`src/rtl/act_unit_pipe_if.sv`:
```
// act_unit_pipe_if: beat stream into and out of the activation stage
interface act_unit_pipe_if #(
  parameter int DATA_WID = 16,
  parameter int NUM_CH = 4,
  parameter int TAG_WID = 2
);
  logic in_valid;
  logic in_ready;
  logic [NUM_CH*DATA_WID-1:0] in_data;
  logic [TAG_WID-1:0] in_tag;
  logic [1:0] in_mode;
  logic [DATA_WID-1:0] clip_max;
  logic out_valid;
  logic out_ready;
  logic [NUM_CH*DATA_WID-1:0] out_data;
  logic [TAG_WID-1:0] out_tag;
  modport master (
    output in_valid, in_data, in_tag, in_mode, clip_max, out_ready,
    input in_ready, out_valid, out_data, out_tag
  );
  modport slave (
    input in_valid, in_data, in_tag, in_mode, clip_max, out_ready,
    output in_ready, out_valid, out_data, out_tag
  );
endinterface

```
`src/rtl/act_unit_pipe.sv`:
```
// act_unit_pipe: 2-stage multi-lane activation (bypass/ReLU/leaky/clipped) with zero/clip profiling counters
module act_unit_pipe #(
  parameter int DATA_WID = 16,
  parameter int NUM_CH = 4,
  parameter int TAG_WID = 2,
  parameter int LEAK_SHIFT = 3,
  parameter int CNT_WID = 16
) (
  input  logic clk,
  input  logic reset,
  act_unit_pipe_if.slave bus,
  input  logic stat_clr,
  output logic [CNT_WID-1:0] zero_cnt,
  output logic [CNT_WID-1:0] clip_cnt
);
  localparam int W = NUM_CH * DATA_WID;
  localparam int PW = $clog2(NUM_CH + 1);
  logic s1_valid, s2_valid, s1_load, s2_load, s2_adv;
  logic [W-1:0] s1_data, s2_data, act;
  logic [TAG_WID-1:0] s1_tag, s2_tag;
  logic [1:0] s1_mode;
  logic signed [DATA_WID-1:0] s1_clip;
  logic [NUM_CH-1:0] zero_lane, clip_lane;
  logic [PW-1:0] zero_pop, clip_pop;
  logic [CNT_WID+PW-1:0] zero_sum, clip_sum;
  assign s2_adv = ~s2_valid | bus.out_ready;
  assign bus.in_ready = ~s1_valid | s2_adv;
  assign s1_load = bus.in_valid & bus.in_ready;
  assign s2_load = s1_valid & s2_adv;
  assign bus.out_valid = s2_valid;
  assign bus.out_data = s2_data;
  assign bus.out_tag = s2_tag;
  for (genvar i = 0; i < NUM_CH; i++) begin : g_lane
    logic signed [DATA_WID-1:0] x, leak;
    assign x = s1_data[i*DATA_WID +: DATA_WID];
    assign leak = x >>> LEAK_SHIFT;
    assign zero_lane[i] = x[DATA_WID-1] & s1_mode[0];
    assign clip_lane[i] = ~x[DATA_WID-1] & (s1_mode == 2'd3) & (x > s1_clip);
    assign act[i*DATA_WID +: DATA_WID] = s1_mode == 2'd0 ? x :
                                         zero_lane[i] ? '0 :
                                         x[DATA_WID-1] ? leak :
                                         clip_lane[i] ? s1_clip : x;
  end
  // Count zeroed and clipped lanes of the beat sitting in stage 1
  always_comb begin
    zero_pop = '0;
    clip_pop = '0;
    for (int k = 0; k < NUM_CH; k++) begin
      zero_pop = zero_pop + PW'(zero_lane[k]);
      clip_pop = clip_pop + PW'(clip_lane[k]);
    end
  end
  assign zero_sum = {{PW{1'b0}}, zero_cnt} + {{CNT_WID{1'b0}}, zero_pop};
  assign clip_sum = {{PW{1'b0}}, clip_cnt} + {{CNT_WID{1'b0}}, clip_pop};
  // Stage 1: capture the raw beat together with its own mode and clip bound
  always_ff @(posedge clk or posedge reset) begin
    if (reset) begin
      s1_valid <= 1'b0;
      s1_data <= '0;
      s1_tag <= '0;
      s1_mode <= '0;
      s1_clip <= '0;
    end else if (bus.in_ready) begin
      s1_valid <= bus.in_valid;
      if (s1_load) begin
        s1_data <= bus.in_data;
        s1_tag <= bus.in_tag;
        s1_mode <= bus.in_mode;
        s1_clip <= bus.clip_max;
      end
    end
  end
  // Stage 2: register activated lanes; holds while downstream stalls
  always_ff @(posedge clk or posedge reset) begin
    if (reset) begin
      s2_valid <= 1'b0;
      s2_data <= '0;
      s2_tag <= '0;
    end else if (s2_adv) begin
      s2_valid <= s1_valid;
      if (s2_load) begin
        s2_data <= act;
        s2_tag <= s1_tag;
      end
    end
  end
  // Saturating statistics; clear wins over a same-cycle load
  always_ff @(posedge clk or posedge reset) begin
    if (reset) begin
      zero_cnt <= '0;
      clip_cnt <= '0;
    end else if (stat_clr) begin
      zero_cnt <= '0;
      clip_cnt <= '0;
    end else if (s2_load) begin
      zero_cnt <= |zero_sum[CNT_WID+PW-1:CNT_WID] ? '1 : zero_sum[CNT_WID-1:0];
      clip_cnt <= |clip_sum[CNT_WID+PW-1:CNT_WID] ? '1 : clip_sum[CNT_WID-1:0];
    end
  end
endmodule

```
`src/flat_wrapper.sv`:
```
// flat-port wrapper written by rule: the top's interface ports become plain ports
module act_unit_pipe_flat 
#(
  parameter int DATA_WID = 16,
  parameter int NUM_CH = 4,
  parameter int TAG_WID = 2,
  parameter int LEAK_SHIFT = 3,
  parameter int CNT_WID = 16
)
  (clk, reset, stat_clr, zero_cnt, clip_cnt, bus_in_valid, bus_in_data, bus_in_tag, bus_in_mode, bus_clip_max, bus_out_ready, bus_in_ready, bus_out_valid, bus_out_data, bus_out_tag);
  act_unit_pipe_if #(.DATA_WID(DATA_WID), .NUM_CH(NUM_CH), .TAG_WID(TAG_WID)) bus_i ();
  input  logic clk;
  input  logic reset;
  input  logic stat_clr;
  output logic [CNT_WID-1:0] zero_cnt;
  output logic [CNT_WID-1:0] clip_cnt;
  input wire logic [$bits(bus_i.in_valid)-1:0] bus_in_valid;
  input wire logic [$bits(bus_i.in_data)-1:0] bus_in_data;
  input wire logic [$bits(bus_i.in_tag)-1:0] bus_in_tag;
  input wire logic [$bits(bus_i.in_mode)-1:0] bus_in_mode;
  input wire logic [$bits(bus_i.clip_max)-1:0] bus_clip_max;
  input wire logic [$bits(bus_i.out_ready)-1:0] bus_out_ready;
  output wire logic [$bits(bus_i.in_ready)-1:0] bus_in_ready;
  output wire logic [$bits(bus_i.out_valid)-1:0] bus_out_valid;
  output wire logic [$bits(bus_i.out_data)-1:0] bus_out_data;
  output wire logic [$bits(bus_i.out_tag)-1:0] bus_out_tag;
  assign bus_i.in_valid = bus_in_valid;
  assign bus_i.in_data = bus_in_data;
  assign bus_i.in_tag = bus_in_tag;
  assign bus_i.in_mode = bus_in_mode;
  assign bus_i.clip_max = bus_clip_max;
  assign bus_i.out_ready = bus_out_ready;
  assign bus_in_ready = bus_i.in_ready;
  assign bus_out_valid = bus_i.out_valid;
  assign bus_out_data = bus_i.out_data;
  assign bus_out_tag = bus_i.out_tag;
  act_unit_pipe #(.DATA_WID(DATA_WID), .NUM_CH(NUM_CH), .TAG_WID(TAG_WID), .LEAK_SHIFT(LEAK_SHIFT), .CNT_WID(CNT_WID)) u_core (.clk(clk), .reset(reset), .bus(bus_i), .stat_clr(stat_clr), .zero_cnt(zero_cnt), .clip_cnt(clip_cnt));
endmodule
```
`config.mk`:
```
export PLATFORM = sky130hd
export DESIGN_NAME = act_unit_pipe_flat
export DESIGN_NICKNAME = d
export VERILOG_FILES = /design/src/rtl/act_unit_pipe_if.sv /design/src/rtl/act_unit_pipe.sv /design/src/flat_wrapper.sv
export SDC_FILE = /design/constraint.sdc
export NUM_CORES = 1
export LEC_CHECK = 0
export ABC_CLOCK_PERIOD_IN_PS = 6700
export CORE_MARGIN = 4
export CORE_UTILIZATION = 49
export DETAILED_ROUTE_END_ITERATION = 10
export GPL_TIMING_DRIVEN = 0
export PLACE_DENSITY = 0.87
export SETUP_SLACK_MARGIN = 0.2
export SLEW_MARGIN = 25
export SYNTH_ARGS = -nofsm -noshare
export SYNTH_HDL_FRONTEND = slang
export SYNTH_SLANG_ARGS = --single-unit
```
`constraint.sdc`:
```
create_clock -name clk -period 6.7 [get_ports clk]
set_input_delay 2.01 -clock clk [delete_from_list [all_inputs] [get_ports clk]]
set_output_delay 2.01 -clock clk [all_outputs]
set_load 0.01 [all_outputs]
```
==> Yosys cells after proc, flatten, opt, wreduce, memory -nomap -nowiden <==
Index checks and enable logic that the tools add are counted.
{ "classes": {"n_lt_le_gt_ge": 4, "bitwise_logic": 22, "n_mux": 22, "reduce_logical": 6, "n_eq_ne": 1, "n_addsub": 8} }
{ "op_table": {"columns": ["operator", "count"], "rows": [
  ["$mux W16", 22],
  ["$gt A16 B16 Y1", 4],
  ["$add A16 B3 Y17", 2],
  ["$and A1 B1 Y1", 14],
  ["$add A3 B1 Y3", 4],
  ["$not A1 Y1", 6],
  ["$reduce_or A3 Y1", 2],
  ["$add A1 B1 Y2", 2],
  ["$reduce_and A2 Y1", 2],
  ["$eq A2 B2 Y1 const B", 1],
  ["$logic_not A2 Y1", 1],
  ["$or A1 B1 Y1", 2],
  ["$reduce_bool A2 Y1", 1]
]} }
{ "totals": {"wordCells": 73, "output_inout_bits": 100, "input_bits": 89, "register_bits": 184} }

==> Longest topological paths before layout <==
Gate-level depths: netlist of run 1.
{ "logic_depth": {"word_depth": 11, "ltp_mapped": 23, "mapped_depth_nobuf": 20} }

==> Worst setup path before layout of run 1 <==
Ideal clock, no wire load.
{ "synth_timing": {"path_kind": "reg2reg", "startpoint": "reg u_core.s1_clip[15]", "endpoint": "reg u_core.clip_cnt[9]", "slack_ns": 1.605, "stages_incl_launch_ff": 23, "path_buffers": 4, "period_less_slack_ns": 5.095, "t_required_ns": 6.606, "setup_ns": 0.094, "arrival_ns": 5.001, "cell_sequence": "dfrtp_1 inv_1 ha_1 nand4_1 or4_1 and3_1 o31ai_4 nand2_4 buf_6 buf_6 ha_1 fa_1 ha_1 inv_1 fa_1 nor2b_1 o21bai_1 or4_1 clkbuf_1 buf_2 a21oi_1 nor2_1 a211oi_1"} }
{ "synth_between": {"elab_chain_len": 10, "word_cells_on_any_way": 16, "classes_between": "add/sub: 4; order compare: 4; mux: 3; bitwise: 4; reduce/logical: 1"} }
{ "synth_lines": {"columns": ["item", "line", "rtl"], "rows": [
  ["from (decl)", "act_unit_pipe.sv:22", "logic signed [DATA_WID-1:0] s1_clip;"],
  ["from (signal assigned)", "act_unit_pipe.sv:69", "s1_clip <= bus.clip_max;"],
  ["$gt A16 B16 Y1", "act_unit_pipe.sv:38", "assign clip_lane[i] = ~x[DATA_WID-1] & (s1_mode == 2'd3) & (x > s1_clip);"],
  ["$and A1 B1 Y1", "act_unit_pipe.sv:38", null],
  ["$add A1 B1 Y2", "act_unit_pipe.sv:50", "clip_pop = clip_pop + PW'(clip_lane[k]);"],
  ["$add A3 B1 Y3", "act_unit_pipe.sv:50", null],
  ["$add A3 B1 Y3 (*)", "act_unit_pipe.sv:50", null],
  ["$add A16 B3 Y17 (*)", "act_unit_pipe.sv:54", "assign clip_sum = {{PW{1'b0}}, clip_cnt} + {{CNT_WID{1'b0}}, clip_pop};"],
  ["$reduce_or A3 Y1", "act_unit_pipe.sv:97", "clip_cnt <= |clip_sum[CNT_WID+PW-1:CNT_WID] ? '1 : clip_sum[CNT_WID-1:0];"],
  ["$mux W16 (*)", "act_unit_pipe.sv:97", null],
  ["$mux W16 (*)", "act_unit_pipe.sv:95", "end else if (s2_load) begin"],
  ["$mux W16 (*)", "act_unit_pipe.sv:92", "end else if (stat_clr) begin"],
  ["to (signal assigned)", "act_unit_pipe.sv:97", null],
  ["to (decl)", "act_unit_pipe.sv:14", "output logic [CNT_WID-1:0] clip_cnt"]
]} }
Every way passes the cells marked *; elsewhere a longest branch is shown, timed or not. The select of a mux whose other input is x is not followed.
A chain may end at the register's enable or synchronous reset.

==> Worst setup path in the final report of run 1 <==
{ "layout_timing": {"startpoint": "reg u_core.s1_clip[13]", "endpoint": "reg u_core.clip_cnt[9]"} }
The elaborated chain is that of the path after synthesis.

==> flow_metrics.py, run 1 <==
metrics = {
    "drt": {
        "num_vias": 10610,
        "vias_per_cell": 6.474,
        "initialDrtViolationCount": 1195,
        "drc": 0,
        "ant_nets": 0,
        "wire_per_inst_um": 22.12,
        "routed_wl_um": 36250,
        "drtPass1Iterations": 7,
    },
    "power_and_ir_drop": {
        "p_int_w": 0.002569,
        "p_sw_share_pct": 36.17,
        "p_sw_w": 0.001455,
        "clkPwrFrac_pct": 26.5,
        "p_seq_share_pct": 38.2,
        "comb_power_share_pct": 35.3,
        "cellPowerDensity_nw_per_um2": 286.1,
        "max-vdd-ir-drop_uv": 150.5,
        "cellLeakagePower_nw": 5.887,
    },
    "global_routing": {
        "antenna_found_initial": 0,
        "grt_pass1_vias": 10460,
        "grt_start_max_net_pins": 34,
        "grt_first_pass_wirelength_um": 56500,
        "overflow": 0,
        "track_usage_pct": 28.64,
    },
    "status": {
        "outcome": "finished, final reports clean",
    },
    "critical_path": {
        "start_kind": "flop",
        "path_max_fanout": 10,
        "worstPathArrival_ps": 6380,
        "cp-end-kind": "flop",
        "criticalPathCategory": "flop to flop",
        "cp.required_ps": 7040,
    },
    "clock_network": {
        "cts.path.max_buffers": 2,
        "cts_sinks": 184,
        "cts_tree": "done",
        "cts.clk_slew.worst_paths_ps": 70,
        "root_buffer": "clkbuf_16",
        "cts_resized": 0,
        "htree_levels": 4,
        "insertion_delay_ps": 440,
        "cts_buffers": 17,
        "hold_buffers": 0,
        "post-cts-setup-buffers": 0,
    },
    "placed_design": {
        "port_buffers": 188,
        "hpwlAfterDp_um": 26840,
        "post-place-cells": 1607,
        "place_congestion": 0.9609,
    },
    "final_layout": {
        "seqCellArea_um2": 4604,
        "drive_gt1_share_pct": 11.04,
        "n_fill_cell": 1711,
        "final_cell_mix": "clkdlybuf4s50_1, dfrtp_1, nor2_1, mux2_2, o21ai_0",
        "layout.cells.non_filler": 1639,
        "diodes": 0,
        "layout_commonest_cell": "clkdlybuf4s50_1",
        "area.growth.synth_to_final_pct": 26.77,
        "nNetsFinal": 1513,
        "multi_input_area_um2": 6046,
    },
    "job": {
        "maxCapViolations": 0,
    },
    "floorplan": {
        "core_area_um2": 22030,
        "rows": 54,
        "start_util_pct": 50.37,
        "io_pins": 189,
        "die_h_um": 158.5,
        "die_x_um": 158.5,
        "dieArea_um2": 25120,
    },
    "logic_synthesis": {
        "synth_area_um2": 11100,
        "synth-edff-count": 0,
        "synth_seq_area_share_pct": 41.50,
        "async_flop_share_pct": 100.0,
        "syn-num-nets": 1300,
        "ys_warn_count": 0,
        "syn_inst": 1133,
        "yosysUniqueCellTypes": 65,
        "synth_seq_cells": 184,
        "yosys_most_used_dff": "dfrtp_1",
        "synth_area_per_cell_um2": 9.793,
    },
    "timing": {
        "setup_violations": 0,
        "grt_setup_unrepaired": "no",
        "skew_ps": 11.91,
        "period_share_pct": 90.06,
        "fmax_mhz": 165.7,
        "report.final.slew_viol_count": 0,
        "worst_pin_slew_ps": 821.8,
        "post-route-min-period_ps": 6034,
        "tns_ps": 0,
        "slew_headroom_pct": 45.22,
        "final_hold_viol_count": 0,
    },
    "worst_hold_path": {
        "hold_path.class": "flop to flop",
    },
}
## critical path, cell delays in order, from the launching register on
cell,delay (ps)
dfrtp_1,530
inv_1,210
ha_1,360
nand4_1,160
nor4_1,390
o21ai_0,210
a21o_1,210
nand3_1,100
buf_4,220
buf_2,340
inv_1,100
ha_1,300
fa_1,400
ha_1,320
inv_1,60
fa_1,430
nor2b_1,170
o21bai_1,110
or4_1,500
clkbuf_1,170
buf_2,220
a21oi_1,150
nor2_1,60
a211oi_1,200
## power groups by stage
| stage | Clock (W) | Combinational (W) | Sequential [W] |
|---|---|---|---|
| after floorplan | 0 | 0.000751 | 0.00153 |
| after global placement | 0 | 0.00132 | 0.00154 |
| after detailed placement | 0 | 0.00139 | 0.00155 |
| after CTS | 0.00107 | 0.00140 | 0.00153 |
| after global routing | 0.00111 | 0.00154 | 0.00156 |
| final | 0.00106 | 0.00142 | 0.00154 |
## kinds of logic (layout without fill, tap and decap cells)
logic type | count (synthesis) | count (layout) | share of synthesized area, %
and+or+nand+nor | 345 | 345 | 15.89
AOI/OAI and AO/OA | 304 | 304 | 18.23
buffers and inverters | 107 | 333 | 4.014
DFF | 184 | 184 | 41.50
adders and majority gates | 78 | 78 | 9.066
xor gates and xnor gates | 2 | 2 | 0.1579
muxes | 113 | 113 | 11.14
## synth_stat cells, types with 17 or more instances
library cell,n,area (um2)
o22ai_1,24,150.1
ha_1,74,925.9
nand2b_1,18,112.6
a21oi_1,66,330.3
inv_1,36,135.1
a211o_1,18,157.7
nand2_1,58,217.7
or3_1,17,106.4
mux2_2,84,945.9
nor3_1,27,135.1
dfrtp_1,184,4604
clkbuf_1,55,206.5
nand3_1,31,155.2
mux2i_1,29,290.3
a221oi_1,35,306.5
nor2_1,111,416.7
o21ai_0,77,385.4
## sequential cells by signal, summed over array words and instances, names as in the netlist
signal / flops
u_core.bus.out_tag: 2
u_core.s1_clip: 16
u_core.clip_cnt: 16
u_core.bus.out_data: 64
u_core.zero_cnt: 16
u_core.s1_data: 64
u_core.s1_tag: 2
u_core.bus.out_valid: 1
u_core.s1_valid: 1
u_core.s1_mode: 2
## area by class of cell
type                       count  area share, %
inverter                      37          1.014
multi-input combinational    842          42.98
timing repair buffer         194          14.29
sequential                   184          32.73
clock buffer                  19          3.220
clock inverter                13          1.094
buffer                        70          2.179
tap                          280          2.491
## routing by layer
layer	global-route usage [%]	vias to the layer above	part of all wire, %
li1	-	4680	-
met5	0	-	0
met1	38.74	5135	40
met4	12.06	0	4.2
met2	45.43	663	46
met3	5.355	133	10
## through the flow
step | utilization [%] | setup slack (ps) | power, W | instance area [um2] | hold slack [ps]
6_report | 63.86 | 666.3 | 0.004024 | 14070 | 466.3
5_1_grt | 63.86 | 333.9 | 0.004213 | 14070 | 500.5
4_1_cts | 63.86 | 824.5 | 0.003998 | 14070 | 469.7
3_5_place_dp | 61.11 | 873.7 | 0.002932 | 13460 | 452.3
3_3_place_gp | 60.53 | 869.7 | 0.002868 | 13330 | 443.4
2_1_floorplan | - | 1605 | 0.002281 | 11100 | 433.1
## path summary, 6_finish.rpt
path / start / endpoint / slack, ps / cells past startpoint
setup / recovery: u_core.s1_clip[13]$_DFFE_PP0P_ / u_core.clip_cnt[9]$_DFFE_PP0P_ / 670 / 23
hold / removal: u_core.s1_tag[1]$_DFFE_PP0P_ / u_core.bus.out_tag[1]$_DFFE_PP0P_ / 470 / 2
setup reg to reg: u_core.s1_clip[13]$_DFFE_PP0P_ / u_core.clip_cnt[9]$_DFFE_PP0P_ / 670 / 23
hold reg to reg: u_core.s1_tag[1]$_DFFE_PP0P_ / u_core.bus.out_tag[1]$_DFFE_PP0P_ / 470 / 2
max in group asynchronous: reset / u_core.s1_data[23]$_DFFE_PP0P_ / 3530 / 6
min in group asynchronous: reset / u_core.s1_data[59]$_DFFE_PP0P_ / 1990 / 2
Note: power is estimated with default switching activity, not from simulation.
==> run 2: changes to the inputs <==
CORE_UTILIZATION = 50   (was 49)
CTS_BUF_LIST = sky130_fd_sc_hd__clkbuf_2   (was not set)
PLACE_DENSITY = 0.88   (was 0.87)
==> run 2 against run 1 <==
Effect of this change: first-iteration DRC count fell by 8.0%; critical path depth did not move; global-route usage fell by 0.14 points; hold slack improved by 53 ps; combinational power barely moved; sequential share of layout area rose by 0.89 points; core utilization fell by 1.1 points; sequential power barely moved; wire length fell by 2.3%; highest routed layer unchanged; critical endpoint unchanged; sequential cell count did not move; largest power group unchanged.
==> flow_metrics.py, run 2 (synthesis results as in run 1) <==
metrics = {
    "final_layout": {
        "layout_commonest_cell": "clkdlybuf4s50_1",
        "nNetsFinal": 1513,
        "area.growth.synth_to_final_pct": 23.43,
        "final_cell_mix": "clkdlybuf4s50_1, dfrtp_1, nor2_1, mux2_2, o21ai_0",
        "n_fill_cell": 1754,
        "final_core_util_pct": 62.76,
        "drive_gt1_share_pct": 10.89,
    },
    "clock_network": {
        "cts_sinks": 184,
        "cts.path.max_buffers": 2,
        "cts_buffers": 17,
        "cts_resized": 0,
        "root_buffer": "clkbuf_2",
        "cts_tree": "done",
        "post-cts-setup-buffers": 0,
        "hold_buffers": 0,
        "insertion_delay_ps": 820,
        "cts.clk_slew.worst_paths_ps": 280,
        "htree_levels": 4,
    },
    "power_and_ir_drop": {
        "max-vdd-ir-drop_uv": 136.8,
        "clkPwrFrac_pct": 16.6,
        "p_sw_w": 0.001374,
        "cellPowerDensity_nw_per_um2": 257.7,
        "p_int_w": 0.002156,
        "p_sw_share_pct": 38.92,
        "p_seq_share_pct": 43.5,
        "comb_power_share_pct": 39.9,
        "cellLeakagePower_nw": 5.737,
    },
    "global_routing": {
        "grt_first_pass_wirelength_um": 54990,
        "grt_pass1_vias": 10220,
        "overflow": 0,
        "grt_start_max_net_pins": 33,
        "track_usage_pct": 28.50,
        "antenna_found_initial": 1,
    },
    "critical_path": {
        "cpMaxStageDelayCell": "dfrtp_1",
        "slowest_delay_ps": 500,
        "critical_path.top_delay_family": "adder cells",
        "start_kind": "flop",
        "cp.required_ps": 7470,
        "cp-end-kind": "flop",
        "path_buf_inv": 7,
        "worstPathCellList": "inv_1, ha_1, nand4_1, nor4_1, o21ai_0, a21o_1, nand3_1, buf_4, buf_2, inv_1, ha_1, fa_1, ha_1, inv_1, fa_1, nor2b_1, o21bai_1, or4_1, clkbuf_1, buf_2, a21oi_1, nor2_1, a211oi_1",
        "worstPathArrival_ps": 6690,
        "path_max_fanout": 10,
        "criticalPathCategory": "flop to flop",
    },
    "placed_design": {
        "hpwlAfterDp_um": 26740,
        "place_congestion": 0.9363,
        "port_buffers": 188,
        "post-place-ws_ps": 864.6,
    },
    "timing": {
        "fin_ws_ps": 772.6,
        "setup_violations": 0,
        "period_share_pct": 88.47,
        "report.final.slew_viol_count": 0,
        "tns_ps": 0,
        "fmax_mhz": 168.7,
        "post-route-min-period_ps": 5927,
        "grt_setup_unrepaired": "no",
        "slew_headroom_pct": 44.81,
        "hold_ws_ps": 519.2,
        "worst_pin_slew_ps": 827.8,
        "final_hold_viol_count": 0,
        "skew_ps": 41.50,
    },
    "drt": {
        "drc": 0,
        "vias_per_cell": 6.390,
        "drtPass1Iterations": 6,
        "wire_per_inst_um": 21.59,
        "routed_wl_um": 35410,
        "ant_nets": 0,
        "num_vias": 10480,
        "initialDrtViolationCount": 1099,
    },
    "floorplan": {
        "rows": 54,
        "die_x_um": 157.0,
        "io_pins": 189,
        "dieArea_um2": 24640,
        "core_area_um2": 21820,
        "start_util_pct": 50.84,
        "die_h_um": 157.0,
    },
    "job": {
        "maxCapViolations": 0,
    },
    "worst_hold_path": {
        "hold_path.class": "flop to flop",
    },
    "status": {
        "outcome": "finished, final reports clean",
    },
}
-- run 2: routing by layer --
metal | global-route usage, % | part of all wire, % | vias up
met4 | 11.49 | 3.7 | 0
li1 | - | - | 4667
met5 | 0 | 0 | -
met3 | 7.286 | 11 | 93
met1 | 37.59 | 39 | 5096
met2 | 45.16 | 46 | 624
-- run 2: through the flow --
stage | cell area [um2] | instances | total power, W
3_3_place_gp | 13330 | 1601 | 0.002867
2_1_floorplan | 11100 | 1133 | 0.002281
3_5_place_dp | 13460 | 1607 | 0.002929
4_1_cts | 13690 | 1639 | 0.003508
5_1_grt | 13700 | 1640 | 0.003727
6_report | 13700 | 1640 | 0.003530
-- run 2: worst reg2reg max path, stage by stage, from the launching register on --
cell,delay [ps]
dfrtp_1,500
inv_1,270
ha_1,430
nand4_1,130
nor4_1,320
o21ai_0,180
a21o_1,210
nand3_1,90
buf_4,210
buf_2,320
inv_1,90
ha_1,300
fa_1,410
ha_1,320
inv_1,60
fa_1,430
nor2b_1,190
o21bai_1,120
or4_1,500
clkbuf_1,180
buf_2,220
a21oi_1,140
nor2_1,60
a211oi_1,190
-- run 2: power by group through the flow --
| stage | combinational (W) | clock (W) | sequential, W |
|---|---|---|---|
| 2_1_floorplan | 0.000751 | 0 | 0.00153 |
| 3_3_place_gp | 0.00132 | 0 | 0.00154 |
| 3_5_place_dp | 0.00138 | 0 | 0.00154 |
| 4_1_cts | 0.00139 | 0.000589 | 0.00152 |
| 5_1_grt | 0.00154 | 0.000635 | 0.00156 |
| 6_report | 0.00141 | 0.000586 | 0.00154 |
-- run 2: path summary, 6_finish.rpt --
kind	start	to	slack, ps	depth (start not counted)
worst min register to register	u_core.s1_tag[0]$_DFFE_PP0P_	u_core.bus.out_tag[0]$_DFFE_PP0P_	520	2
min in group asynchronous	reset	u_core.clip_cnt[4]$_DFFE_PP0P_	1530	2
max in group asynchronous	reset	u_core.s1_data[23]$_DFFE_PP0P_	4370	4
worst max register to register	u_core.s1_clip[8]$_DFFE_PP0P_	u_core.clip_cnt[9]$_DFFE_PP0P_	770	23
worst max-delay path	u_core.s1_clip[8]$_DFFE_PP0P_	u_core.clip_cnt[9]$_DFFE_PP0P_	770	23
worst min-delay path	u_core.s1_tag[0]$_DFFE_PP0P_	u_core.bus.out_tag[0]$_DFFE_PP0P_	520	2
-- run 2: layout make-up --
type                            instances  area [um2]  area share (%)
Multi-Input combinational cell        842        6046           44.14
Clock inverter                         15       148.9           1.087
Antenna cell                            1       2.502         0.01827
Sequential cell                       184        4604           33.62
Buffer                                 70       306.5           2.238
Timing Repair Buffer                  194        2009           14.67
Inverter                               37       142.6           1.041
Clock buffer                           17       85.08          0.6212
Tap cell                              280       350.3           2.558
